**config.mk**
```make
export PLATFORM = sky130hd
export DESIGN_NAME = data_mem_responder
export DESIGN_NICKNAME = d
export VERILOG_FILES = /design/src/rtl/data_mem_responder.sv
export SDC_FILE = /design/constraint.sdc
export NUM_CORES = 2
export LEC_CHECK = 0
export BUFFER_PORTS_ARGS = -buffer_cell sky130_fd_sc_hd__buf_2
export CORE_UTILIZATION = 47
export DETAILED_ROUTE_END_ITERATION = 10
export GPL_TIMING_DRIVEN = 0
export PLACE_DENSITY = 0.69
export REMOVE_ABC_BUFFERS = 1
export SYNTH_ARGS = -nofsm -noshare
export SYNTH_HDL_FRONTEND = slang
export SYNTH_SLANG_ARGS = --single-unit
export TNS_END_PERCENT = 1
```
**constraint.sdc**
```tcl
create_clock -name clk -period 9.8 [get_ports clk]
set_input_delay 2.94 -clock clk [delete_from_list [all_inputs] [get_ports clk]]
set_output_delay 2.94 -clock clk [all_outputs]
set_load 0.02 [all_outputs]
```
**src/rtl/data_mem_responder.sv**
```systemverilog
// Data-memory responder: valid/ready request in, WAIT_CYCLES wait states, registered response out.
// Optional range checking of the word index is enabled by defining MEM_RANGE_CHECK_EN.
module data_mem_responder #(
    parameter int unsigned ADDR_WIDTH  = 16,
    parameter int unsigned DATA_WIDTH  = 16,
    parameter int unsigned MEM_SIZE    = 256,
    parameter int unsigned WAIT_CYCLES = 2
) (
    input  logic                  clk,
    input  logic                  rst,
    input  logic                  req_valid,
    output logic                  req_ready,
    input  logic                  req_wr,
    input  logic [ADDR_WIDTH-1:0] req_addr,
    input  logic [DATA_WIDTH-1:0] req_wdata,
    output logic                  rsp_valid,
    input  logic                  rsp_ready,
    output logic [DATA_WIDTH-1:0] rsp_rdata,
    output logic                  rsp_err
);

    localparam int unsigned IdxW  = ADDR_WIDTH - 1;
    localparam int unsigned MemAw = (MEM_SIZE > 1) ? $clog2(MEM_SIZE) : 1;

    typedef enum logic [1:0] {StIdle, StWait, StResp} state_e;

    state_e                state_q, state_d;
    logic [7:0]            cnt_q, cnt_d;
    logic                  wr_q, wr_d;
    logic [IdxW-1:0]       idx_q, idx_d;
    logic [DATA_WIDTH-1:0] wdata_q, wdata_d;
    logic                  req_ready_q, req_ready_d;
    logic                  rsp_valid_q, rsp_valid_d;
    logic [DATA_WIDTH-1:0] rsp_rdata_q, rsp_rdata_d;
    logic                  rsp_err_q, rsp_err_d;

    logic [DATA_WIDTH-1:0] mem [MEM_SIZE];
    logic [MemAw-1:0]      mem_idx;
    logic                  out_of_range;
    logic                  commit;
    logic                  mem_we;
    logic                  unused_bits;

    assign mem_idx = idx_q[MemAw-1:0];

`ifdef MEM_RANGE_CHECK_EN
    assign out_of_range = (32'(idx_q) >= MEM_SIZE);
`else
    assign out_of_range = 1'b0;
`endif

    // The access commits on the edge that leaves the final wait cycle and enters StResp.
    assign commit = (state_q == StWait) && (cnt_q == 8'd0);
    assign mem_we = commit && wr_q && !out_of_range;

    assign unused_bits = ^{req_addr[0], idx_q};

    always_comb begin
        state_d     = state_q;
        cnt_d       = cnt_q;
        wr_d        = wr_q;
        idx_d       = idx_q;
        wdata_d     = wdata_q;
        req_ready_d = req_ready_q;
        rsp_valid_d = rsp_valid_q;
        rsp_rdata_d = rsp_rdata_q;
        rsp_err_d   = rsp_err_q;
        unique case (state_q)
            StIdle: begin
                req_ready_d = 1'b1;
                if (req_valid && req_ready_q) begin
                    wr_d        = req_wr;
                    idx_d       = req_addr[ADDR_WIDTH-1:1];
                    wdata_d     = req_wdata;
                    // StWait is always visited once, so latency is WAIT_CYCLES+1 edges even for 0.
                    cnt_d       = 8'(WAIT_CYCLES);
                    state_d     = StWait;
                    req_ready_d = 1'b0;
                end
            end
            StWait: begin
                if (cnt_q == 8'd0) begin
                    state_d     = StResp;
                    rsp_valid_d = 1'b1;
                    rsp_rdata_d = (wr_q || out_of_range) ? '0 : mem[mem_idx];
                    rsp_err_d   = out_of_range;
                end else begin
                    cnt_d = cnt_q - 8'd1;
                end
            end
            StResp: begin
                if (rsp_ready) begin
                    state_d     = StIdle;
                    rsp_valid_d = 1'b0;
                    rsp_rdata_d = '0;
                    rsp_err_d   = 1'b0;
                    req_ready_d = 1'b1;
                end
            end
            default: state_d = StIdle;
        endcase
    end

    always_ff @(posedge clk or posedge rst) begin
        if (rst) begin
            state_q     <= StIdle;
            cnt_q       <= 8'd0;
            wr_q        <= 1'b0;
            idx_q       <= '0;
            wdata_q     <= '0;
            req_ready_q <= 1'b0;
            rsp_valid_q <= 1'b0;
            rsp_rdata_q <= '0;
            rsp_err_q   <= 1'b0;
        end else begin
            state_q     <= state_d;
            cnt_q       <= cnt_d;
            wr_q        <= wr_d;
            idx_q       <= idx_d;
            wdata_q     <= wdata_d;
            req_ready_q <= req_ready_d;
            rsp_valid_q <= rsp_valid_d;
            rsp_rdata_q <= rsp_rdata_d;
            rsp_err_q   <= rsp_err_d;
        end
    end

    // Array contents survive reset.
    always_ff @(posedge clk) begin
        if (mem_we) begin
            mem[mem_idx] <= wdata_q;
        end
    end

    assign req_ready = req_ready_q;
    assign rsp_valid = rsp_valid_q;
    assign rsp_rdata = rsp_rdata_q;
    assign rsp_err   = rsp_err_q;

endmodule

```
==> flow_summary.toml <==
[outcome]
outcome = "completed"

[clock_network]
clock_latency_ns = 0.96
cts_tree = "built"
clkTransAtPathRegs_ns = 0.06
clock_tree.buffer_depth = 4
cts_setup_buffers = 0
hold_buffers = 0
ctsResizeCount = 0
numCtsBuffers = 396
cts_htree_levels = 5
cts_sinks = 4149
root_buffer = "clkbuf_16"

[global_routing]
track_usage_pct = 22.32
overflow = 0
antenna_found_initial = 16
grt_max_degree = 101
grt_pass1_wl_um = 552100
grt_pass1_vias = 78274

[logic_synthesis]
syn_area_mm2 = 0.1590
synth_seq_cells = 4149
synth_warnings = 0
avgSynthCellArea_um2 = 21.09
synth-edff-count = 4096
synth_ff_type = "edfxtp_1"
yosysSeqAreaShare_pct = 78.18
post_synth_num_cell_types = 63
synthCells = 7540
synthArstFlopShare_pct = 1.277

[critical_path]
crit_arrival_ns = 6.49
end_kind = "flip-flop"
cp_data_required_time_ns = 10.36
path_class = "reg -> reg"
worstReg2RegEnd = "mem[203][8]$_DFFE_PP_"
start_kind = "flip-flop"
rrSetupSlack_ns = 3.87
rr_worst_depth = 7
critPathMaxFanout = 16
r2r_start = "cnt_q[2]$_DFFE_PP0P_"

[timing]
fin_crit_sh_pct = 60.51
setup_viol = 0
grt_setup_unrepaired = "false"
fin_skew_ns = 0.07071
fmax_ghz = 0.1686
final-hold-violation-count = 0
post-route-min-period_ns = 5.930
slew_headroom_pct = 2.157
worst-slew-pin-transition_ns = 1.468
slew_viol_final = 0
fin_tns_setup_ns = 0

[power_and_ir_drop]
ir_drop_mv = 0.2492
finalPower_mw = 51.64
p_leak_nw = 57.38
cellPowerDensity_mw_per_mm2 = 282.4

[die]
pin_count = 56
die_h_um = 583.7
dieArea_mm2 = 0.3407
dieWidth_um = 583.7
num_rows = 213
start_util_pct = 47.24
core_mm2 = 0.3366

[detailed_routing]
firstDrtPassIters = 5
vias = 77685
drt-wirelength-per-cell_um = 30.16
drt_iter0_markers = 9684
vias_per_cell = 6.117
route.detailed.drc = 0
wirelength_um = 383000
ant_nets = 0

[finish]
area_growth_syn_to_layout_pct = 15.00
final_nets = 7888
drive_gt1_share_pct = 24.96
fillers = 24490

[run]
cap_violations = 0

[min_path]
holdPathEnd = "rsp_rdata[2]$_DFFE_PP0P_"
hold_class = "reg -> reg"
holdPathStages = 1
min-delay-start = "rsp_rdata[2]$_DFFE_PP0P_"

[place]
io_buffers = 46
dpl.hpwl_um = 239500
finalWeightedCongestion = 0.8286
[placed cells by master, fill, tap and decap left out, types with 124 or more instances in the layout]
master | synthesis | layout
edfxtp_1 | 4096 | 4096
mux4_2 | 757 | 757
mux2i_1 | 645 | 645
clkbuf_16 | 0 | 398
a22oi_1 | 298 | 298
nor2_2 | 1 | 257
nand2_1 | 207 | 194
buf_8 | 1 | 138
nand3_1 | 134 | 129
o22ai_1 | 124 | 124
[cells by family (layout without fill, tap and decap cells)]
logic type | count (synthesis) | after routing | synth area share [%]
fa+ha+maj | 2 | 2 | 0.01573
flops | 4149 | 4149 | 78.18
xor+xnor | 5 | 5 | 0.02754
buf+inv | 449 | 1087 | 1.438
other cells | 1 | 7 | 0.002358
compound gates | 713 | 713 | 3.158
simple gates | 804 | 804 | 2.287
mux | 1417 | 1417 | 14.89
[worst max path at each step]
stage / cells after the start / slack (ns) / start / endpoint
floorplan: 2 / -37.86 / idx_q[1]$_DFFE_PP0P_ / mem[167][0]$_DFFE_PP_
global placement: 7 / -79.54 / idx_q[0]$_DFFE_PP0P_ / rsp_rdata[7]$_DFFE_PP0P_
detailed placement: 7 / 3.97 / cnt_q[2]$_DFFE_PP0P_ / mem[204][12]$_DFFE_PP_
CTS: 7 / 3.84 / cnt_q[2]$_DFFE_PP0P_ / mem[201][15]$_DFFE_PP_
global route: 7 / 3.86 / cnt_q[2]$_DFFE_PP0P_ / mem[203][8]$_DFFE_PP_
finish: 7 / 3.87 / cnt_q[2]$_DFFE_PP0P_ / mem[203][8]$_DFFE_PP_
[flip-flops by register name (all words and copies together) (netlist names)]
register,cells
mem,4096
rsp_rdata,16
wdata_q,16
cnt_q,8
idx_q,8
state_q,2
req_ready,1
rsp_valid,1
wr_q,1
[synthesized netlist by cell type, drive strengths merged, types with 17 or more instances]
cell    instances  share of area [%]
o22ai         124               0.49
edfxtp       4096                 77
buf           269                1.0
clkbuf        174               0.41
dfrtp          53               0.83
a221oi         50               0.28
a21oi          38               0.12
mux2i         645                4.1
nor3           38               0.16
nand2         207               0.49
a31oi          31               0.12
o21ai          96               0.30
a22oi         299                1.4
nand4          66               0.26
nand3         134               0.42
nor2          310               0.73
mux4          757                 11
a22o           17              0.094
[area by class of cell]
| cell class | count | area [um2] | area share, % |
|---|---|---|---|
| multi-input cells | 2942 | 33280 | 18.20 |
| diodes | 6 | 15.01 | 0.008211 |
| repair buffers | 354 | 6340 | 3.467 |
| inverters | 6 | 30.03 | 0.01642 |
| clock inverters | 247 | 2803 | 1.533 |
| clock buffers | 480 | 10350 | 5.658 |
| well taps | 4515 | 5649 | 3.089 |
| flip-flops and latches | 4149 | 124400 | 68.03 |
[worst max-delay path, stage by stage, from the launching register on]
cell and delay, ns:
dfrtp_1 0.46, nor4_2 0.36, nand3_1 0.29, nor3_2 0.67, nand2_1 0.36, nor3_1 1.12
nand3_1 1.11, nor2_2 1.15
[through the flow]
step | std cells | util [%] | worst slack [ns] | cell area [um2] | hold slack (ns)
after floorplan | 7097 | - | -37.86 | 156800 | 0.4591
after global placement | 11658 | 48.32 | -79.54 | 162600 | 0.4801
after detailed placement | 11966 | 50.42 | 3.971 | 169700 | 0.4823
after CTS | 12693 | 54.32 | 3.844 | 182900 | 0.4918
after global routing | 12694 | 54.32 | 3.865 | 182900 | 0.5286
final | 12699 | 54.33 | 3.870 | 182900 | 0.4902
[power by group]
group	switching, mW	internal [mW]	total [mW]	leakage, nW
clock	6.64	8.77	15.4	6.39
combinational	8.46	5.14	13.6	13.2
sequential	0.709	21.9	22.6	37.8
total	15.8	35.8	51.6	57.4
[per-layer routing]
layer / up-vias / track usage (%) / wire length (um)
li1: 32156 / - / -
met1: 41184 / 30.20 / 146000
met2: 3682 / 36.09 / 186500
met3: 659 / 3.943 / 33830
met4: 4 / 9.068 / 16680
met5: - / 0 / 25
Note: power is estimated with default switching activity, not from simulation.
